`src/rtl/vce_frame_capture.sv`:
```
// HuC6260 VCE video sink: decodes sync, turns the active picture into (x, y, GRB) pixel writes
// through a small valid/ready FIFO. Define CAPTURE_STATS_EN to add line_len/frame_lines outputs.
module vce_frame_capture #(
    parameter int unsigned H_START    = 38,
    parameter int unsigned H_ACTIVE   = 256,
    parameter int unsigned V_START    = 14,
    parameter int unsigned V_ACTIVE   = 224,
    parameter int unsigned FIFO_DEPTH = 8
) (
    input  logic       clock,
    input  logic       reset,
    input  logic       dot_en,
    input  logic       HSYNC_n,
    input  logic       VSYNC_n,
    input  logic [2:0] VIDEO_R,
    input  logic [2:0] VIDEO_G,
    input  logic [2:0] VIDEO_B,
    output logic       fb_valid,
    input  logic       fb_ready,
    output logic [8:0] fb_x,
    output logic [7:0] fb_y,
    output logic [8:0] fb_data,
    output logic       frame_done,
    output logic       overflow
`ifdef CAPTURE_STATS_EN
    ,
    output logic [9:0] line_len,
    output logic [8:0] frame_lines
`endif
);

    localparam int unsigned AW = $clog2(FIFO_DEPTH);
    localparam logic [8:0]  X_LAST     = 9'(H_ACTIVE - 1);
    localparam logic [7:0]  Y_LAST     = 8'(V_ACTIVE - 1);
    localparam logic [8:0]  HCNT_LAST  = 9'(H_START - 1);
    localparam logic [7:0]  LINE_START = 8'(V_START);
    localparam logic [AW:0] PTR_ONE    = (AW + 1)'(1);

    typedef enum logic [2:0] {StWaitVs, StVSkip, StHSkip, StActive, StHWait} state_e;

    // ------------------------------------------------------------------
    // Sync input registers and dot-rate edge detection
    // ------------------------------------------------------------------
    logic hs_s, vs_s, hs_prev, vs_prev;
    logic hs_fall, vs_fall;

    always_ff @(posedge clock) begin
        if (reset) begin
            hs_s    <= 1'b1;
            vs_s    <= 1'b1;
            hs_prev <= 1'b1;
            vs_prev <= 1'b1;
        end else begin
            hs_s <= HSYNC_n;
            vs_s <= VSYNC_n;
            if (dot_en) begin
                hs_prev <= hs_s;
                vs_prev <= vs_s;
            end
        end
    end

    assign hs_fall = dot_en & hs_prev & ~hs_s;
    assign vs_fall = dot_en & vs_prev & ~vs_s;

    // ------------------------------------------------------------------
    // Raster FSM
    // ------------------------------------------------------------------
    state_e      state_q, state_d;
    logic [7:0]  line_q, line_d;
    logic [8:0]  hcnt_q, hcnt_d;
    logic [8:0]  x_q, x_d;
    logic [7:0]  y_q, y_d;
    logic        push_d, push_q;
    logic [25:0] push_entry_q;

    always_comb begin
        state_d = state_q;
        line_d  = line_q;
        hcnt_d  = hcnt_q;
        x_d     = x_q;
        y_d     = y_q;
        push_d  = 1'b0;
        if (dot_en) begin
            if (vs_fall) begin
                // A VSYNC edge restarts vertical timing from any state.
                state_d = StVSkip;
                line_d  = '0;
            end else begin
                unique case (state_q)
                    StWaitVs: state_d = StWaitVs;
                    StVSkip: begin
                        if (hs_fall) begin
                            line_d = line_q + 8'd1;
                            if (line_d == LINE_START) begin
                                state_d = StHSkip;
                                y_d     = '0;
                                hcnt_d  = '0;
                            end
                        end
                    end
                    StHSkip: begin
                        hcnt_d = hcnt_q + 9'd1;
                        if (hcnt_d == HCNT_LAST) begin
                            state_d = StActive;
                            x_d     = '0;
                        end
                    end
                    StActive: begin
                        if (hs_fall) begin
                            // Short line: close it out, remaining columns are never written.
                            hcnt_d = '0;
                            if (y_q == Y_LAST) begin
                                state_d = StWaitVs;
                            end else begin
                                y_d     = y_q + 8'd1;
                                state_d = StHSkip;
                            end
                        end else begin
                            push_d = 1'b1;
                            if (x_q == X_LAST) begin
                                state_d = StHWait;
                            end else begin
                                x_d = x_q + 9'd1;
                            end
                        end
                    end
                    StHWait: begin
                        if (hs_fall) begin
                            hcnt_d = '0;
                            if (y_q == Y_LAST) begin
                                state_d = StWaitVs;
                            end else begin
                                y_d     = y_q + 8'd1;
                                state_d = StHSkip;
                            end
                        end
                    end
                    default: state_d = StWaitVs;
                endcase
            end
        end
    end

    always_ff @(posedge clock) begin
        if (reset) begin
            state_q      <= StWaitVs;
            line_q       <= '0;
            hcnt_q       <= '0;
            x_q          <= '0;
            y_q          <= '0;
            push_q       <= 1'b0;
            push_entry_q <= '0;
        end else begin
            state_q <= state_d;
            line_q  <= line_d;
            hcnt_q  <= hcnt_d;
            x_q     <= x_d;
            y_q     <= y_d;
            push_q  <= push_d;
            if (push_d) begin
                push_entry_q <= {VIDEO_G, VIDEO_R, VIDEO_B, x_q, y_q};
            end
        end
    end

    // ------------------------------------------------------------------
    // Pixel FIFO: entry = {data[8:0], x[8:0], y[7:0]}
    // ------------------------------------------------------------------
    logic [25:0] mem_q [FIFO_DEPTH];
    logic [AW:0] wptr_q, rptr_q;
    logic        empty, full, pop, wr;
    logic [25:0] rd_entry;

    assign empty    = (wptr_q == rptr_q);
    assign full     = (wptr_q[AW] != rptr_q[AW]) && (wptr_q[AW-1:0] == rptr_q[AW-1:0]);
    assign fb_valid = ~empty;
    assign pop      = fb_valid & fb_ready;
    // A pop in the same cycle frees the slot, so a full FIFO still takes the push.
    assign wr       = push_q & (~full | pop);
    assign rd_entry = mem_q[rptr_q[AW-1:0]];

    assign fb_data = fb_valid ? rd_entry[25:17] : '0;
    assign fb_x    = fb_valid ? rd_entry[16:8]  : '0;
    assign fb_y    = fb_valid ? rd_entry[7:0]   : '0;

    always_ff @(posedge clock) begin
        if (reset) begin
            wptr_q     <= '0;
            rptr_q     <= '0;
            overflow   <= 1'b0;
            frame_done <= 1'b0;
        end else begin
            if (wr) begin
                wptr_q <= wptr_q + PTR_ONE;
            end
            if (pop) begin
                rptr_q <= rptr_q + PTR_ONE;
            end
            if (push_q && !wr) begin
                overflow <= 1'b1;
            end
            frame_done <= pop && (rd_entry[16:0] == {X_LAST, Y_LAST});
        end
    end

    always_ff @(posedge clock) begin
        if (wr) begin
            mem_q[wptr_q[AW-1:0]] <= push_entry_q;
        end
    end

`ifdef CAPTURE_STATS_EN
    // ------------------------------------------------------------------
    // Timing measurement between consecutive sync edges
    // ------------------------------------------------------------------
    logic [9:0] dot_cnt_q;
    logic [8:0] hs_cnt_q;

    always_ff @(posedge clock) begin
        if (reset) begin
            dot_cnt_q   <= '0;
            hs_cnt_q    <= '0;
            line_len    <= '0;
            frame_lines <= '0;
        end else if (dot_en) begin
            if (hs_fall) begin
                line_len  <= dot_cnt_q;
                dot_cnt_q <= 10'd1;
            end else begin
                dot_cnt_q <= dot_cnt_q + 10'd1;
            end
            // An HSYNC edge coinciding with VSYNC belongs to the new frame.
            if (vs_fall) begin
                frame_lines <= hs_cnt_q;
                hs_cnt_q    <= {8'd0, hs_fall};
            end else if (hs_fall) begin
                hs_cnt_q <= hs_cnt_q + 9'd1;
            end
        end
    end
`endif

endmodule
```
`config.mk`:
```
export PLATFORM = sky130hd
export DESIGN_NAME = vce_frame_capture
export DESIGN_NICKNAME = d
export VERILOG_FILES = /design/src/rtl/vce_frame_capture.sv
export SDC_FILE = /design/constraint.sdc
export NUM_CORES = 1
export LEC_CHECK = 0
export CORE_MARGIN = 5
export CORE_UTILIZATION = 45
export CTS_BUF_LIST = sky130_fd_sc_hd__clkbuf_8 sky130_fd_sc_hd__clkbuf_16
export CTS_CLUSTER_DIAMETER = 50
export DETAILED_ROUTE_END_ITERATION = 10
export PLACE_DENSITY_LB_ADDON = 0.3
export SYNTH_ARGS = -nofsm -noshare
export SYNTH_HDL_FRONTEND = slang
export SYNTH_SLANG_ARGS = --single-unit
```
`constraint.sdc`:
```
create_clock -name clock -period 4 [get_ports clock]
set_input_delay 0.4 -clock clock [delete_from_list [all_inputs] [get_ports clock]]
set_output_delay 0.4 -clock clock [all_outputs]
set_load 0.1 [all_outputs]
```
* Word level (Yosys, flattened, before mapping)
Memories as Yosys holds them, arrays and structs flattened. A register that Yosys moved wholly into a read port is not among the register bits.
Cells that the tools add are included.
** Word-level totals
- Bits in registers :: 78
- RAM bits :: 208
- Input port bits :: 15
- Output and inout bits :: 29
- Word-level logic and storage cells :: 109
- Memories kept :: 1
** Memories
- mem_q :: words 8, bits a word 26, rd ports 1, clocked after Yosys merged registers in 1, write ports 1, RTL line 170 : logic [25:0] mem_q [FIFO_DEPTH];
** Operators by class
- Add/sub/neg operators :: 6
- Equal/unequal tests :: 24
- Multiplexer cells :: 36
- Bitwise logic cells :: 12
- Reduce and logical (&&, ||, !) cells :: 15
** Operator list (count)
- 9-bit two-way mux :: 8
- 8-bit two-way mux :: 8
- 3-bit two-way mux :: 9
- 9-bit one-hot mux with 3 select lines :: 1
- 9-bit by 1-bit adder with 9-bit output (second input constant) :: 2
- 9-bit one-hot mux with 2 select lines :: 1
- 6-bit AND reduction :: 3
- 17-bit by 16-bit equality test with 1-bit output (second input constant) :: 1
- 8-bit by 1-bit adder with 8-bit output (second input constant) :: 2
- 8-bit one-hot mux with 2 select lines :: 1
- 2-bit != test (second input constant) :: 6
- 3-bit != test (second input constant) :: 4
- 3-bit one-hot mux with 4 select lines :: 1
- 9-bit by 6-bit equality test with 1-bit output (second input constant) :: 1
- 9-bit by 8-bit equality test with 1-bit output (second input constant) :: 1
- 4-bit by 1-bit adder with 4-bit output (second input constant) :: 2
- 8-bit by 4-bit equality test with 1-bit output (second input constant) :: 1
- 8-bit equality test (second input constant) :: 1
- 2-bit nonzero test :: 4
- 7-bit AND reduction :: 1
- 1-bit AND :: 6
- 3-bit by 2-bit equality test with 1-bit output (second input constant) :: 2
- 1-bit two-way mux :: 6
- 1-bit NOT :: 5
- 14 further kinds :: 16

* Logic depth before layout (Yosys ltp)
Gate-level depths: netlist (run 1).
- Depth in word-level cells :: 7
- Depth in mapped cells :: 10
- Mapped depth without buffers :: 9

* Worst setup path before layout (run 1)
OpenSTA, ideal clock, no wires.
- Path kind :: register -> register
- Start point :: reg wptr_q[0]
- End point :: mem mem_q[0][0] (enable)
- Library setup time :: 0.475 ns
- Arrival time :: 3.492 ns
- Data required time :: 3.525 ns
- Setup slack :: 0.033 ns
- Stages on the path, launching flop included :: 6
- Buffers on the path :: 1
- Clock period less this slack :: 3.967 ns
- Cells stage by stage :: dfxtp_1 -> clkbuf_1 -> xnor2_1 -> nand3_1 -> o21ai_1 -> nor4_1
** Between the ends
- Word-level cells in the longest chain between the ends :: 7
- Elaborated cells on any way between the ends :: 10
- Those cells by class :: eq/ne (2); mux (2); bitwise (5); reduce/logical (1)
** RTL lines
- from (decl) :: RTL line 171 : logic [AW:0] wptr_q, rptr_q;
- from (signal assigned) :: RTL line 195 : wptr_q <= wptr_q + PTR_ONE;
- 4-bit equality test or 3-bit equality test (tied branches) :: RTL line 175, 176
- 1-bit NOT or 1-bit logical AND (tied branches) :: RTL line 177, 176
- 1-bit AND or 1-bit NOT (tied branches) :: RTL line 178, 180
- 1-bit bitwise OR :: RTL line 180 : assign wr = push_q & (~full | pop);
- 1-bit AND :: RTL line 180
- 1-bit two-way mux :: RTL line 208 : if (wr) begin
- 1-bit two-way mux (not written as such) :: RTL line 209 : mem_q[wptr_q[AW-1:0]] <= push_entry_q;
- to (decl) :: RTL line 170
Parallel ways exist; a longest one is shown, timed or not.

==> flow_metrics.env, run 1 <==
export IMPL_max_slew_margin_rel=0.343
export IMPL_critical_path_cell_chain="buf_4 -> mux4_2 -> mux2i_1 -> nor2_1 -> buf_4"
export IMPL_crit_slowest_cell="dfxtp_4"
export IMPL_grt_busiest_layer="met2"
export IMPL_postRouteAntennaNets=0
export IMPL_worstPathRequired_ns=3.60
export IMPL_cts_buffer_depth=3
export IMPL_cts_resized=0
export IMPL_synth_top_cell_by_area="edfxtp_1"
export IMPL_hold_viol=0
export IMPL_synth_edf_count=208
export IMPL_grt_usage=0.163
export IMPL_tightest_slew_ns=0.982
export IMPL_cts_tree="done"
export IMPL_clockRootBuffer="clkbuf_16"
export IMPL_synthArstFlopShare=0
export IMPL_synth_area_leaders="edfxtp_1, dfxtp_1, mux4_2"
export IMPL_rows=59
export IMPL_final_cell_mix="edfxtp_1, nand2_1, dfxtp_1, nor2_1, mux4_2"
export IMPL_status="finished clean"
export IMPL_netlist_area_leader_share=0.523
export IMPL_synth_main_ff_cell="edfxtp_1"
export IMPL_finalCriticalPeriod_ns=3.17
export IMPL_drt_iter0_markers=712
export IMPL_initial_core_util=0.457
export IMPL_wl_per_cell_um=19.8
export IMPL_cts_setup_buffers=0
export IMPL_worstSkewPairLatency_ns=0.56
export IMPL_p_total_uw=5980
export IMPL_rsz0062_at_grt="false"
export IMPL_core_area_mm2=0.0261
export IMPL_grtUsageMet3=0.0251
export IMPL_crit_path_start_kind="flop"
export IMPL_cts_clk_slew_worst_paths_ns=0.06
export IMPL_synth_area_mm2=0.0119
export IMPL_dp_cells=1189
export IMPL_io_buffers=43
export IMPL_synthesis_nets=862
export IMPL_min_period_over_period=0.793
export IMPL_grt_start_max_net_pins=66
export IMPL_dpl_hpwl_mm=15.4
export IMPL_tns_ns=0
export IMPL_setup_ws_ns=0.827
export IMPL_max_cap_violations=0
export IMPL_path_common_cell="buf_4"
export IMPL_ys_seq_elements=289
export IMPL_viasPerCell=5.65
export IMPL_layout_drive_gt1_share=0.195
export IMPL_cp_end_kind="primary output"
export IMPL_critPathKind="reg2out"
export IMPL_die_x_um=173
export IMPL_routed_wl_mm=24.7
export IMPL_layout_nets=911
export IMPL_maxSlewViolCount=0
export IMPL_final_common_cell="edfxtp_1"
export IMPL_min_path_type="in2reg"
export IMPL_critPathMaxStageDelay_ns=0.87
export IMPL_crit_fanout=37
export IMPL_cp_data_arrival_time_ns=2.77
export IMPL_cts_buffers=31
export IMPL_clock_sinks=289
export IMPL_power_leakage_uw=0.00457
export IMPL_grt_pass1_vias=6997
export IMPL_synth_sequential_area_ratio=0.659
export IMPL_timing_rr_start="line_q[0]"
export IMPL_ctsHoldBuffers=0
export IMPL_drt_pass1_iterations=6
export IMPL_area_growth_pct=14.7
export IMPL_critical_path_top_delay_family="flip-flops"
export IMPL_drc=0
export IMPL_peakVddDrop_v=0.000288
export IMPL_final_setup_skew_ns=0.0175
export IMPL_grt_antenna_before_repair=0
export IMPL_grt_ovfl_total=0
export IMPL_worstRegToRegCells=6
export IMPL_timing_rr_end="y_q[7]"
export IMPL_place_ws_ns=1.04
export IMPL_ys_warn_count=0
export IMPL_crit_end="fb_y[1]"
export IMPL_synth_cells=838
export IMPL_fin_hold_ws_ns=0.346
export IMPL_synth_cell_types=62
export IMPL_final_cells=1247
export IMPL_power_density_mw_per_mm2=436
export IMPL_cp_depth=5
export IMPL_avgSynthCellArea_um2=14.3
export IMPL_gp_congestion=0.847
export IMPL_diodes=0
export IMPL_crit_buf_inv=2
export IMPL_io_pins=44
export IMPL_fill_cells=2173
export IMPL_cts_htree_levels=1
export IMPL_setup_viol=0
export IMPL_r2r_slack_ns=1.27
export IMPL_fmax_mhz=315
export IMPL_die_h_um=173
export IMPL_dieArea_mm2=0.0299
export IMPL_vias=7045
export IMPL_gr_usage_met1=0.228
export IMPL_grt_pass1_wl_mm=39.4
export IMPL_grtUsageMet2=0.277
==> state kept, by name (all words and copies together) (netlist names), named ones only <==
name	cells
hcnt_q	9
wptr_q	4
line_q	8
state_q	3
push_entry_q	26
overflow	1
hs_prev	1
rptr_q	4
mem_q	208
vs_prev	1
vs_s	1
push_q	1
hs_s	1
frame_done	1
y_q	8
x_q	9
==> worst min-delay path, cell delays in order <==
cell     delay, ns
buf_2         0.09
inv_1         0.24
nand2_1       0.12
==> final cells by class <==
cell class / instances / area, um2 / share of cell area
flip-flops and latches: 289 / 7870 / 0.575
well taps: 335 / 419 / 0.0306
clock inverters: 25 / 170 / 0.0124
repair buffers: 64 / 515 / 0.0376
inverters: 10 / 37.5 / 0.00274
multi-input cells: 491 / 3880 / 0.283
clock buffers: 33 / 803 / 0.0586
==> cells in the mapped netlist, drive strengths merged, types with 8 or more instances <==
library cell	count
a21oi	51
a311oi	9
and3	12
buf	16
clkbuf	32
dfxtp	81
edfxtp	208
ha	9
inv	10
mux2i	29
mux4	52
nand2	83
nand3	16
nand3b	8
nand4	10
nor2	66
nor3	11
o211ai	9
o21ai	16
xnor2	11
==> through the flow <==
step | util | area (um2)
after detailed placement | 0.487 | 12700
after floorplan | - | 11900
after CTS | 0.524 | 13700
after global routing | 0.524 | 13700
final | 0.524 | 13700
after global placement | 0.487 | 12700
==> metal layers <==
metal / share of wire / routed length (um)
met5: 0 / 0
met4: 0.015 / 382
met3: 0.047 / 1170
met2: 0.48 / 11900
met1: 0.45 / 11200
==> worst min-delay path by stage <==
stage | end | from | slack, ns | depth (start not counted)
final | hs_prev | reset | 0.35 | 3
after global routing | hs_prev | reset | 0.36 | 3
after CTS | hs_prev | reset | 0.35 | 3
after detailed placement | overflow | overflow | 0.47 | 2
after global placement | overflow | overflow | 0.47 | 2
after floorplan | push_entry_q[16] | x_q[8] | 0.44 | 2
==> where the power goes <==
group | switching, uW | internal (uW) | total (uW)
Sequential | 12.3 | 3170 | 3190
Clock | 1140 | 1520 | 2670
Combinational | 77.6 | 45.8 | 123
==> kinds of logic (layout without fill, tap and decap cells) <==
| group | count (synthesis) | in the layout | share of synthesized area |
|---|---|---|---|
| DFF | 289 | 289 | 0.659 |
| and+or+nand+nor | 258 | 258 | 0.107 |
| AOI/OAI and AO/OA | 125 | 125 | 0.0698 |
| muxes | 81 | 81 | 0.122 |
| buffers and inverters | 58 | 132 | 0.0192 |
| xor gates and xnor gates | 18 | 18 | 0.0132 |
| adders and majority gates | 9 | 9 | 0.00943 |
No activity file was read; power rests on OpenSTA's default activity.
==> run 2, diff against run 1 <==
==> constraint.sdc (replaced) <==
create_clock -name clock -period 3.1 [get_ports clock]
set_input_delay 0.31 -clock clock [delete_from_list [all_inputs] [get_ports clock]]
set_output_delay 0.31 -clock clock [all_outputs]
set_load 0.1 [all_outputs]
==> run 2 against run 1 <==
  * Critical path depth unchanged
  * Worst setup slack worse by 0.70 ns
  * Global-route usage decreased by 0.056 points
  * Wire length shrank 1.8%
  * Flip-flop and latch count unchanged
  * Non-clock buffer count rose by 3
  * Clock skew down 0.0073 ns
  * Critical endpoint is now fb_y[6]
  * Largest power group unchanged
==> flow_metrics.env, run 2 (same netlist as run 1, synthesis figures left out) <==
export IMPL_p_int_uw=6240
export IMPL_core_area_mm2=0.0261
export IMPL_worstRegToRegCells=9
export IMPL_ctsHoldBuffers=0
export IMPL_cts_resized=0
export IMPL_whs_path_depth=4
export IMPL_placed_area_mm2=0.0129
export IMPL_drt_iter0_markers=575
export IMPL_clock_sinks=289
export IMPL_min_delay_start="reset"
export IMPL_layout_nets=914
export IMPL_cts_clk_slew_worst_paths_ns=0.06
export IMPL_power_leakage_uw=0.00461
export IMPL_drc=0
export IMPL_path_common_cell="buf_4"
export IMPL_vias=7101
export IMPL_grt_usage=0.162
export IMPL_diodes=0
export IMPL_postRouteAntennaNets=0
export IMPL_finalCriticalPeriod_ns=2.97
export IMPL_timing_rr_end="x_q[1]"
export IMPL_final_common_cell="edfxtp_1"
export IMPL_io_pins=44
export IMPL_status="finished clean"
export IMPL_crit_start="wptr_q[2]"
export IMPL_fin_hold_ws_ns=0.153
export IMPL_max_slew_margin_rel=0.356
export IMPL_cts_setup_buffers=0
export IMPL_critPathKind="reg2out"
export IMPL_final_cell_mix="edfxtp_1, nand2_1, dfxtp_1, mux4_2, a21oi_1"
export IMPL_cts_htree_levels=1
export IMPL_r2r_slack_ns=0.44
export IMPL_crit_slowest_cell="and4_2"
export IMPL_grt_pass1_vias=7122
export IMPL_rsz0062_at_grt="false"
export IMPL_dpl_hpwl_mm=14.7
export IMPL_seq_power_share=0.523
export IMPL_cp_data_arrival_time_ns=2.66
export IMPL_worstSkewPairLatency_ns=0.56
export IMPL_hold_viol=0
export IMPL_grt_antenna_before_repair=0
export IMPL_maxSlewViolCount=0
export IMPL_fill_cells=2180
export IMPL_min_to="vs_prev"
export IMPL_final_setup_skew_ns=0.0102
export IMPL_setup_viol=0
export IMPL_dieArea_mm2=0.0299
export IMPL_cts_tree="done"
export IMPL_viasPerCell=5.69
export IMPL_crit_path_start_kind="flop"
export IMPL_design_area_mm2=0.0139
export IMPL_power_switching_share=0.207
export IMPL_io_buffers=43
export IMPL_layout_drive_gt1_share=0.223
export IMPL_max_cap_violations=0
export IMPL_fmax_mhz=337
export IMPL_routed_wl_mm=24.3
export IMPL_cts_buffers=31
export IMPL_min_path_type="in2reg"
export IMPL_gp_congestion=0.845
export IMPL_timing_rr_start="x_q[0]"
export IMPL_largest_reg_flops=208
export IMPL_peakVddDrop_v=0.000356
export IMPL_power_density_mw_per_mm2=567
export IMPL_die_h_um=173
export IMPL_clockRootBuffer="clkbuf_16"
export IMPL_die_x_um=173
export IMPL_grt_ovfl_total=0
export IMPL_rows=59
export IMPL_wl_per_cell_um=19.4
export IMPL_critPathMaxStageDelay_ns=0.68
export IMPL_critical_path_cell_chain="xnor2_1 -> and4_2 -> buf_4 -> nor2_1 -> buf_4"
export IMPL_tightest_slew_ns=0.963
export IMPL_initial_core_util=0.457
export IMPL_p_clk_frac=0.457
export IMPL_drt_pass1_iterations=4
export IMPL_cp_end_kind="primary output"
export IMPL_grt_start_max_net_pins=66
export IMPL_cts_buffer_depth=3
export IMPL_min_period_over_period=0.958
export IMPL_worstPathRequired_ns=2.79
export IMPL_p_sw_uw=1620
export IMPL_combPwrFrac=0.021
export IMPL_grt_pass1_wl_mm=39.2
export IMPL_crit_fanout=18
export IMPL_area_growth_pct=16.2
[run 2: how the worst max path moves through the flow]
| stage | endpoint | slack, ns |
|---|---|---|
| final | fb_y[6] | 0.13 |
| after global routing | fb_y[6] | 0.004 |
| after CTS | fb_y[6] | 0.06 |
| after detailed placement | x_q[8] | 0.46 |
| after global placement | x_q[1] | 0.50 |
| after floorplan | mem_q[2][0] | -0.22 |
[run 2: power groups by stage]
stage	logic [uW]	clock network, uW	registers (uW)
floorplan	117	0	4180
global placement	163	0	4190
detailed placement	162	0	4190
CTS	163	3670	4110
global route	177	3840	4110
finish	162	3590	4110
[run 2: per-layer routing]
layer	global-route usage	wire, um	vias to the layer above
met5	0	0	-
met4	0.0402	469	0
met3	0.0260	1270	38
met2	0.272	11800	166
met1	0.225	10700	3551
li1	-	-	3346
[run 2: stage by stage]
stage | utilization | std cells | TNS, ns | total power (uW) | worst slack [ns]
finish | 0.531 | 1248 | 0 | 7870 | 0.131
global route | 0.531 | 1248 | 0 | 8130 | 0.00401
CTS | 0.531 | 1248 | 0 | 7950 | 0.0551
detailed placement | 0.492 | 1192 | 0 | 4360 | 0.457
global placement | 0.492 | 1192 | 0 | 4360 | 0.496
floorplan | - | 838 | -21.36 | 4300 | -0.218
[run 2: cell type report]
type	count	area, um2	area share
multi-input combinational	491	3940	0.284
inverter	10	37.5	0.00270
timing repair buffer	67	588	0.0424
tap	335	419	0.0302
clock buffer	34	817	0.0589
clock inverter	22	200	0.0144
sequential	289	7870	0.567
[run 2: critical path, delay by kind of cell, from the launching register on]
kind	cells	cell delay, ns
simple gates	2	0.75
flops	1	0.57
buf+inv	2	0.56
xor+xnor	1	0.18
